--- config.mk ---
export PLATFORM = sky130hd
export DESIGN_NAME = stage_sequencer
export DESIGN_NICKNAME = d
export VERILOG_FILES = /design/src/rtl/risc_pkg.sv /design/src/rtl/instr_class_decode.sv /design/src/rtl/stage_sequencer.sv
export SDC_FILE = /design/constraint.sdc
export NUM_CORES = 1
export LEC_CHECK = 0
export BUFFER_PORTS_ARGS = -buffer_cell sky130_fd_sc_hd__buf_2
export CAP_MARGIN = 10
export CORE_MARGIN = 4
export CORE_UTILIZATION = 38
export DETAILED_ROUTE_END_ITERATION = 7
export PLACE_DENSITY = 0.62
export SLEW_MARGIN = 10
export SYNTH_ARGS = -nofsm -noshare
export SYNTH_HDL_FRONTEND = slang
export SYNTH_SLANG_ARGS = --single-unit
--- constraint.sdc ---
create_clock -name clock -period 2.9 [get_ports clock]
set_clock_uncertainty 0.05 [all_clocks]
set_input_delay 0.58 -clock clock [delete_from_list [all_inputs] [get_ports clock]]
set_output_delay 0.58 -clock clock [all_outputs]
set_load 0.1 [all_outputs]
--- src/rtl/risc_pkg.sv ---
// risc_pkg: shared instruction encodings, sequencer states and instruction classes
package risc_pkg;
  localparam logic [1:0] T_R = 2'b00;
  localparam logic [1:0] T_J = 2'b01;
  localparam logic [1:0] T_I = 2'b10;
  localparam logic [1:0] T_S = 2'b11;
  localparam logic [4:0] F_ANDI = 5'd0;
  localparam logic [4:0] F_ADDI = 5'd1;
  localparam logic [4:0] F_LW = 5'd2;
  localparam logic [4:0] F_SW = 5'd3;
  localparam logic [4:0] F_BEQ = 5'd4;
  localparam logic [4:0] R_MAX = 5'd3;
  localparam logic [4:0] J_MAX = 5'd2;
  localparam logic [4:0] S_MAX = 5'd3;
  typedef enum logic [2:0] {
    S_IDLE, S_FETCH, S_DECODE, S_EXECUTE, S_MEMORY, S_WRITE_BACK, S_HALT, S_ERROR
  } state_t;
  typedef enum logic [2:0] {
    C_JUMP, C_BRANCH, C_ALU, C_LOAD, C_STORE, C_ILLEGAL
  } cls_t;
endpackage

--- src/rtl/instr_class_decode.sv ---
// instr_class_decode: combinational map from type/function fields to instruction class
module instr_class_decode
  import risc_pkg::*;
(
  input  logic [1:0] instruction_type,
  input  logic [4:0] function_code,
  output cls_t       cls_o
);
  always_comb begin
    cls_o = (instruction_type == T_J) ? (function_code <= J_MAX ? C_JUMP : C_ILLEGAL) :
            (instruction_type == T_I) ? (function_code == F_LW  ? C_LOAD :
                                         function_code == F_SW  ? C_STORE :
                                         function_code == F_BEQ ? C_BRANCH :
                                         function_code <= F_ADDI ? C_ALU : C_ILLEGAL) :
            (instruction_type == T_R) ? (function_code <= R_MAX ? C_ALU : C_ILLEGAL) :
                                        (function_code <= S_MAX ? C_ALU : C_ILLEGAL);
  end
endmodule

--- src/rtl/stage_sequencer.sv ---
// stage_sequencer: multi-cycle FETCH..WRITE_BACK sequencer with memory handshake,
// stop/halt handling, illegal-opcode and timeout errors, and a retired counter.
module stage_sequencer
  import risc_pkg::*;
#(
  parameter int MEM_TIMEOUT = 16,
  parameter int COUNT_WIDTH = 32
) (
  input  logic                   clock,
  input  logic                   reset,
  input  logic                   start,
  input  logic [1:0]             instruction_type,
  input  logic [4:0]             function_code,
  input  logic                   stop_bit,
  input  logic                   mem_ready,
  output logic                   en_instruction_fetch,
  output logic                   en_instruction_decode,
  output logic                   en_execute,
  output logic                   en_memory,
  output logic                   en_write_back,
  output logic                   mem_req,
  output logic                   mem_write,
  output logic                   busy,
  output logic                   halted,
  output logic                   illegal_instr,
  output logic                   mem_timeout,
  output logic [COUNT_WIDTH-1:0] retired_count
);
  localparam int WW = $clog2(MEM_TIMEOUT);
  state_t state_q, state_d, fin;
  cls_t cls, cls_q;
  logic stop_q, tmo_q, done;
  logic [WW-1:0] wait_q;
  logic [COUNT_WIDTH-1:0] retired_q;
  instr_class_decode u_dec (
    .instruction_type(instruction_type),
    .function_code(function_code),
    .cls_o(cls)
  );
  always_ff @(posedge clock or posedge reset) begin
    if (reset) begin
      state_q   <= S_IDLE;
      cls_q     <= C_JUMP;
      stop_q    <= 1'b0;
      tmo_q     <= 1'b0;
      wait_q    <= '0;
      retired_q <= '0;
    end else begin
      state_q <= state_d;
      if (state_q == S_DECODE) begin
        cls_q  <= cls;
        stop_q <= stop_bit;
      end
      wait_q <= (state_q == S_MEMORY && state_d == S_MEMORY) ? wait_q + WW'(1) : '0;
      tmo_q  <= tmo_q | (state_q == S_MEMORY && state_d == S_ERROR);
      if (done) retired_q <= retired_q + COUNT_WIDTH'(1);
    end
  end
  // J-type completes at the DECODE edge, so its stop bit comes straight from the input
  always_comb begin
    fin = stop_q ? S_HALT : S_FETCH;
    state_d = state_q;
    done = 1'b0;
    case (state_q)
      S_IDLE, S_HALT: state_d = start ? S_FETCH : state_q;
      S_FETCH: state_d = S_DECODE;
      S_DECODE: begin
        done = cls == C_JUMP;
        state_d = (cls == C_JUMP) ? (stop_bit ? S_HALT : S_FETCH) :
                  (cls == C_ILLEGAL) ? S_ERROR : S_EXECUTE;
      end
      S_EXECUTE: begin
        done = cls_q == C_BRANCH;
        state_d = (cls_q == C_BRANCH) ? fin :
                  (cls_q inside {C_LOAD, C_STORE}) ? S_MEMORY : S_WRITE_BACK;
      end
      S_MEMORY: begin
        done = mem_ready && cls_q == C_STORE;
        state_d = mem_ready ? (cls_q == C_LOAD ? S_WRITE_BACK : fin) :
                  (wait_q == WW'(MEM_TIMEOUT - 1)) ? S_ERROR : S_MEMORY;
      end
      S_WRITE_BACK: begin
        done = 1'b1;
        state_d = fin;
      end
      default: state_d = state_q;
    endcase
  end
  always_comb begin
    en_instruction_fetch  = state_q == S_FETCH;
    en_instruction_decode = state_q == S_DECODE;
    en_execute            = state_q == S_EXECUTE;
    en_memory             = state_q == S_MEMORY;
    en_write_back         = state_q == S_WRITE_BACK;
    mem_req               = state_q == S_MEMORY;
    mem_write             = state_q == S_MEMORY && cls_q == C_STORE;
    busy                  = !(state_q inside {S_IDLE, S_HALT, S_ERROR});
    halted                = state_q == S_HALT;
    illegal_instr         = state_q == S_ERROR && !tmo_q;
    mem_timeout           = state_q == S_ERROR && tmo_q;
    retired_count         = retired_q;
  end
endmodule

==> results by group, run 1 <==
Placement
  – Dpl cell area: 0.00280 mm²
  – Placer Congestion: 0.876
  – Number of port buffers: 54
  – Hpwl dp: 4.12 mm

Synthesis
  – Post-Syn Nets: 262
  – Flops & latches, synth: 44
  – Yosys top cell by area: dfrtp_1
  – Yosys top cell area share: 44.7%
  – Cells after Synth: 248
  – Asr flop ratio synth: 100%
  – Mapped Area: 0.00246 mm²
  – Number of flops mapped to enable cells by yosys: 0
  – Top cells by area, synth: dfrtp_1 45%, xnor2_1 11%, nor2_1 2.9%
  – Post-synthesis sequential area ratio: between 40 and 50%
  – Top_reg_cell synth: dfrtp_1
  – Synth warnings: 0
  – Synthesized area per cell: 9.93 µm²
  – Distinct cell type count after synthesis: 51

Cells and area
  – Share of layout cells above drive strength 1: 27.8%
  – FILL cells: 633
  – Reg area: ~0.0011 mm²
  – Fin area: 0.00292 mm²
  – Antenna Cells: 0
  – Finished Core Util: 46.2%
  – Nets: ~320
  – Most frequent cells in the layout: 54 x buf_2, 44 x dfrtp_1, 30 x xnor2_1
  – Synth-to-Final Area Change: 18.4%
  – Area of the multi-input gates: 0.00127 mm²
  – Commonest non-fill, non-tap cell in the layout: buf_2

STA
  – Setup violators final: 0
  – Hold_ws: 0.170 ns
  – Worst-Margin Slew: around 0.55 ns
  – RSZ-0062 raised after global routing: no
  – Fin crit share: 85.8%
  – Crit path time final: 2.49 ns
  – Fmax: roughly 0.4 GHz
  – Final Hold Viols: 0
  – Normalized max-slew margin: approximately 63%
  – Slew Viols, Final: 0

Clock tree
  – Inserted Clock Buffers: 5
  – Worst-path clk slew: around 0.09 ns
  – CTS tree: built
  – Post_cts resized: 0
  – H-tree depth: 2
  – # clock sinks: 44
  – Clock Tree Root: clkbuf_8
  – CTS max path bufs: 2
  – Clock Latency Late Sink: 0.30 ns
  – Hold-fix buffers at CTS: 0
  – Setup Buffers After CTS: 0

Global route
  – Largest net degree at the start of global routing: 21
  – Initial antenna violation count: 0
  – Total grt overflow: 0
  – First-pass GRT wire length: approximately 9 mm
  – GRT Resource Usage Total: 14.7%
  – Vias in the first global route: 1913

Critical path
  – Setup CP Type: reg -> out
  – Worst path required time: approximately 2.3 ns
  – CP Max Fanout: 15
  – Critical Path End Type: output pin
  – CP arrival: 1.86 ns
  – Crit path largest cell delay: 0.64 ns
  – CP cell instances: nand2b_1, nor2_2, buf_2
  – CP max-delay cell: dfrtp_1
  – Nature of the critical path startpoint: flip-flop

Drt
  – Via/cell ratio: 5.35
  – Post-route ant nets: 0
  – Total Wirelength: 5.45 mm
  – Via Count: a little over 2000
  – Drt initial violations: 71
  – Wirelength per Cell: 14.4 µm
  – First-pass DRT Iterations: 4
  – DRC: 0

Floorplanning
  – Num ports: between 50 and 60
  – Die H: between 80 and 90 µm
  – Full die area: 0.00784 mm²
  – Core area: approximately 0.0063 mm²
  – Starting Density: 39.0%
  – Row cnt: 29
  – Chip Width: approximately 89 µm

Power and ir drop
  – Reg power frac: 32.2%
  – Worst IR drop on VDD: ~0.76 mV
  – LEAKAGE: 0.00132 µW
  – Total power: 2690 µW
  – Switching share of power: between 50% and 60%
  – Pwr Density: roughly 900 mW/mm²
  – Clock share of power: 18.7%
  – NetSw: 1410 µW
  – Pint: ~1300 µW
  – Combinational share of power: around 49%

Min path
  – HP Class: in -> async

Flow run
  – Total of max-cap violations: 0

Status
  – Status: completed
power by group through the flow:
stage / Clock (µW) / Combinational (µW) / Sequential [µW]
after floorplan: 0 / 875 / 1100
after global placement: 0 / 1320 / 877
after detailed placement: 0 / 1320 / 877
after CTS: 519 / 1330 / 865
after global routing: 535 / 1400 / 888
final: 503 / 1320 / 865
cells in the mapped netlist (2+ instances only):
| cell type | instances |
|---|---|
| xor2_1 | 3 |
| ha_1 | 2 |
| nand3_1 | 14 |
| nand2b_1 | 6 |
| clkbuf_1 | 5 |
| buf_2 | 3 |
| o21ai_0 | 9 |
| xnor2_1 | 30 |
| and3_1 | 8 |
| buf_4 | 2 |
| nor2_1 | 19 |
| dfrtp_1 | 44 |
| nand4_1 | 11 |
| o211ai_1 | 2 |
| and4_1 | 4 |
| a31o_2 | 2 |
| a31oi_4 | 2 |
| mux2_2 | 2 |
| nor4bb_1 | 2 |
| a31oi_1 | 4 |
| and2_1 | 2 |
| nand2_1 | 18 |
| nor2b_1 | 4 |
| inv_1 | 7 |
| buf_6 | 2 |
| nor3_1 | 7 |
| a21oi_1 | 6 |
| nand3_2 | 5 |
cell type report:
type	count	share of cell area [%]
clock inverters	2	1.33
repair buffers	58	10.3
inverters	7	0.901
multi-input cells	185	43.6
clock buffers	6	2.83
flip-flops and latches	44	37.7
well taps	77	3.30
state kept, by name, summed over array words and instances, names as in the netlist:
| register | flops |
|---|---|
| tmo_q | 1 |
| retired_count | 32 |
| state_q | 3 |
| stop_q | 1 |
| wait_q | 4 |
| cls_q | 3 |
critical path: cells and delay by family, from the launching register on:
kind,cells,cell delay (ns)
flops,1,0.64
buf+inv,1,0.45
simple gates,2,0.45
routing by layer:
metal  wire (µm)  GRT usage, %
met1        2450          19.0
met2        2530          24.3
met3         428          4.75
met4          36          2.88
met5           0             0
logic make-up after synthesis:
| family | after synthesis | synth area share [%] |
|---|---|---|
| multiplexers | 3 | 1.32 |
| adder cells (fa/ha/maj) | 2 | 1.02 |
| flip-flops | 44 | 44.7 |
| XOR/XNOR | 33 | 11.7 |
| AND/OR/NAND/NOR | 110 | 26.3 |
| buffers and inverters | 19 | 3.96 |
| AO/OA/AOI/OAI | 37 | 11.0 |
metrics by stage:
step	setup TNS, ns	std cells	setup WS [ns]
after global routing	0	379	0.301
final	0	379	0.412
after floorplan	-0.0107	248	-0.0107
after detailed placement	0	371	0.471
after CTS	0	379	0.409
after global placement	0	371	0.528
worst paths after layout:
| check | slack, ns | endpoint | start | cells after the start |
|---|---|---|---|---|
| min | 0.17 | retired_count[13]$_DFFE_PP0P_ | reset | 2 |
| max reg2reg | 0.58 | retired_count[14]$_DFFE_PP0P_ | state_q[2]$_DFF_PP0_ | 5 |
| max | 0.41 | en_memory | state_q[2]$_DFF_PP0_ | 3 |
| max in group asynchronous | 2.05 | retired_count[1]$_DFFE_PP0P_ | reset | 3 |
| min reg2reg | 0.42 | wait_q[0]$_DFF_PP0_ | wait_q[0]$_DFF_PP0_ | 1 |
| min in group clock | 0.42 | wait_q[0]$_DFF_PP0_ | wait_q[0]$_DFF_PP0_ | 1 |
No activity file was read; power rests on OpenSTA's default activity.
==> run 2: changes to the inputs <==
ABC_AREA = 1   (was default)
PLACE_DENSITY = 0.61   (was 0.62)
TNS_END_PERCENT = 10   (was default)
==> run 2 against run 1 <==
Effect of this change:
- wire length is 30% higher
- combinational power is 79% lower
- utilization hardly changed
- sequential power is 24% lower
- critical path type unchanged
- critical endpoint is now mem_write
==> results by group, run 2 <==
Floorplanning
  – Die H: 94.8 µm (+7.1%)
  – Row cnt: 31 (+6.9%)
  – Chip Width: 94.8 µm (+7.1%)
  – Core area: 0.00729 mm² (+15%)
  – Num ports: 55 (unchanged)
  – Starting Density: 39.3% (+0.27 points)
  – Full die area: 0.00899 mm² (+15%)

Critical path
  – CP cell instances: inv_1, nand2_1, nor2_4, inv_2, nor2_4, buf_2
  – Critical Path End Type: output pin
  – Nature of the critical path startpoint: flip-flop
  – Crit. path cell count: 6 (+3)
  – CP max-delay cell: buf_2
  – Setup CP Type: reg -> out
  – R2R cell count: 8 (+3)
  – Crit path largest cell delay: 0.43 ns (-0.21 ns)
  – Worst path required time: 2.27 ns (about the same)
  – CP dominant cell by count: nor2_4
  – Crit path buffers/inverters: 3 (+2)
  – CP Max Fanout: 6 (-9)
  – Reg2reg setup slack: 0.74 ns (+0.16 ns)
  – Crit path max-delay family: buffers and inverters
  – CP arrival: 1.79 ns (-0.07 ns)

Power and ir drop
  – Worst IR drop on VDD: 0.295 mV (-61%)
  – LEAKAGE: 0.00166 µW (+26%)
  – Pwr Density: 471 mW/mm² (-49%)

Synthesis
  – Cells after Synth: 415 (+67%)
  – Post-synthesis sequential area ratio: 38.4% (-6.3 points)
  – Distinct cell type count after synthesis: 29 (-43%)
  – Synth warnings: 0 (unchanged)
  – Post-synth top cells: 121 x nand2_1, 60 x inv_1, 44 x dfrtp_1
  – Top cells by area, synth: dfrtp_1 38%, nand2_1 16%, inv_1 7.9%
  – Yosys top cell area share: 38.4% (-6.3 points)
  – Synthesized area per cell: 6.90 µm² (-30%)
  – Most common cell in the synthesized netlist: nand2_1
  – Post-Syn Nets: 429 (+64%)
  – Yosys top cell by area: dfrtp_1
  – Flops & latches, synth: 44 (unchanged)
  – Top_reg_cell synth: dfrtp_1
  – Asr flop ratio synth: 100% (unchanged)
  – Number of flops mapped to enable cells by yosys: 0 (unchanged)
  – Mapped Area: 0.00287 mm² (+16%)

Min path
  – HP Class: in -> async

Cells and area
  – Most frequent cells in the layout: 121 x nand2_1, 59 x inv_1, 54 x buf_2
  – Commonest non-fill, non-tap cell in the layout: nand2_1
  – Antenna Cells: 0 (unchanged)
  – Share of layout cells above drive strength 1: 15.9% (-12 points)
  – Fin area: 0.00337 mm² (+16%)
  – FILL cells: 792 (+25%)
  – Max reg flops: 32 (unchanged)
  – Synth-to-Final Area Change: 17.7%
  – Nets: 484 (+54%)

Global route
  – First-pass GRT wire length: 12.1 mm (+34%)
  – Gr busiest metal: met2
  – Vias in the first global route: 2587 (+35%)
  – Largest net degree at the start of global routing: 62 (+200%)
  – Total grt overflow: 0 (unchanged)
  – GRT Resource Usage Total: 17.1% (+2.4 points)
  – Met1 usage: 23.4% (+4.4 points)
  – M2 GR Usage: 27.5% (+3.1 points)
  – Initial antenna violation count: 0 (unchanged)
  – Grt met3 use: 3.43% (-1.3 points)

STA
  – Crit path time final: 2.42 ns (-0.0656 ns)
  – Hold_ws: 0.368 ns (+0.198 ns)
  – Fin crit share: 83.5% (-2.3 points)
  – Setup violators final: 0 (unchanged)
  – Slew Viols, Final: 0 (unchanged)
  – Fmax: 0.413 GHz (+2.7%)
  – Normalized max-slew margin: 59.0% (-4.3 points)
  – Setup TNS: 0 ns (unchanged)
  – RSZ-0062 raised after global routing: no
  – Final Hold Viols: 0 (unchanged)
  – Worst-Margin Slew: 0.610 ns (+0.0609 ns)

Drt
  – Via/cell ratio: 4.78 (-11%)
  – Drt initial violations: 124 (+75%)
  – Total Wirelength: 7.10 mm (+30%)
  – DRC: 0 (unchanged)
  – Post-route ant nets: 0 (unchanged)
  – First-pass DRT Iterations: 4 (unchanged)
  – Wirelength per Cell: 12.5 µm (-13%)
  – Via Count: 2727 (+35%)

Placement
  – Placer Congestion: 0.861 (-1.7%)
  – Dpl cell area: 0.00321 mm² (+15%)
  – Number of port buffers: 54 (unchanged)
  – Hpwl dp: 5.45 mm (+32%)

Clock tree
  – Hold-fix buffers at CTS: 0 (unchanged)
  – Setup Buffers After CTS: 0 (unchanged)
  – Clock Tree Root: clkbuf_8
  – # clock sinks: 44 (unchanged)
  – Worst-path clk slew: 0.09 ns (about the same)
  – CTS max path bufs: 2 (unchanged)
  – Post_cts resized: 0 (unchanged)
  – H-tree depth: 2 (unchanged)
  – Inserted Clock Buffers: 5 (unchanged)
  – Clock Latency Late Sink: 0.30 ns (about the same)
  – CTS tree: built

Flow run
  – Total of max-cap violations: 0 (unchanged)

Status
  – Status: completed
run 2: cell types whose count changed in the layout (fill, tap and decap cells not counted), moves of 5 or more:
cell      change
nand2_1     +103
nand3_2       -5
nor4_1        +7
and3_1        -8
xnor2_1      -29
nand3_1      +18
o21ai_0      +26
nor3_1       +11
xor2_1       +15
nor2_1       +23
nand2b_1      -6
inv_1        +53
run 2: layer usage:
layer,share of wire (%),vias up
met5,0,-
met2,47,57
met3,4.5,5
li1,-,1443
met4,1.2,0
met1,47,1222
run 2: per-stage QoR:
| stage | std cells | worst slack, ns | total power, µW | utilization (%) |
|---|---|---|---|---|
| floorplan | 415 | 0.256 | 892 | - |
| global placement | 562 | 0.624 | 948 | 44.1 |
| detailed placement | 562 | 0.541 | 950 | 44.1 |
| CTS | 570 | 0.469 | 1610 | 46.3 |
| global route | 570 | 0.365 | 1660 | 46.3 |
| finish | 570 | 0.478 | 1590 | 46.3 |
run 2: path summary, 6_finish.rpt:
path | from | end
worst max register to register | state_q[2]$_DFF_PP0_ | retired_count[24]$_DFFE_PP0P_
worst min register to register | wait_q[0]$_DFF_PP0_ | wait_q[0]$_DFF_PP0_
min in group clock | wait_q[0]$_DFF_PP0_ | wait_q[0]$_DFF_PP0_
worst max-delay path | state_q[1]$_DFF_PP0_ | mem_write
max in group asynchronous | reset | wait_q[0]$_DFF_PP0_
worst min-delay path | reset | retired_count[26]$_DFFE_PP0P_
run 2: area by class of cell:
class	instances	area (µm²)	share of cell area, %
Clock buffer	5	68.8	2.04
Clock inverter	3	90.1	2.67
Inverter	62	233	6.90
Multi-Input combinational cell	301	1470	43.6
Sequential cell	44	1100	32.6
Tap cell	99	124	3.67
Timing Repair Buffer	56	285	8.46
run 2: report_power, final:
| part | internal (µW) | total [µW] | leakage (µW) | switching (µW) |
|---|---|---|---|---|
| Clock | 431 | 654 | 0.0000784 | 223 |
| Combinational | 49.9 | 279 | 0.00111 | 229 |
| Sequential | 633 | 657 | 0.000476 | 23.8 |
| Total | 1110 | 1590 | 0.00166 | 476 |
run 2: cells by family (layout without fill, tap and decap cells):
kind of cell / after synthesis / in the layout / share of synthesized area (%)
xor gates and xnor gates: 19 / 19 / 5.81
and+or+nand+nor: 235 / 235 / 36.3
buffers and inverters: 70 / 126 / 10.2
AOI/OAI and AO/OA: 45 / 45 / 8.34
adders and majority gates: 2 / 2 / 0.873
DFF: 44 / 44 / 38.4
run 2: tightest hold or removal path: cells and delay by family:
kind	cells	cell delay, ns
buf+inv	3	0.60
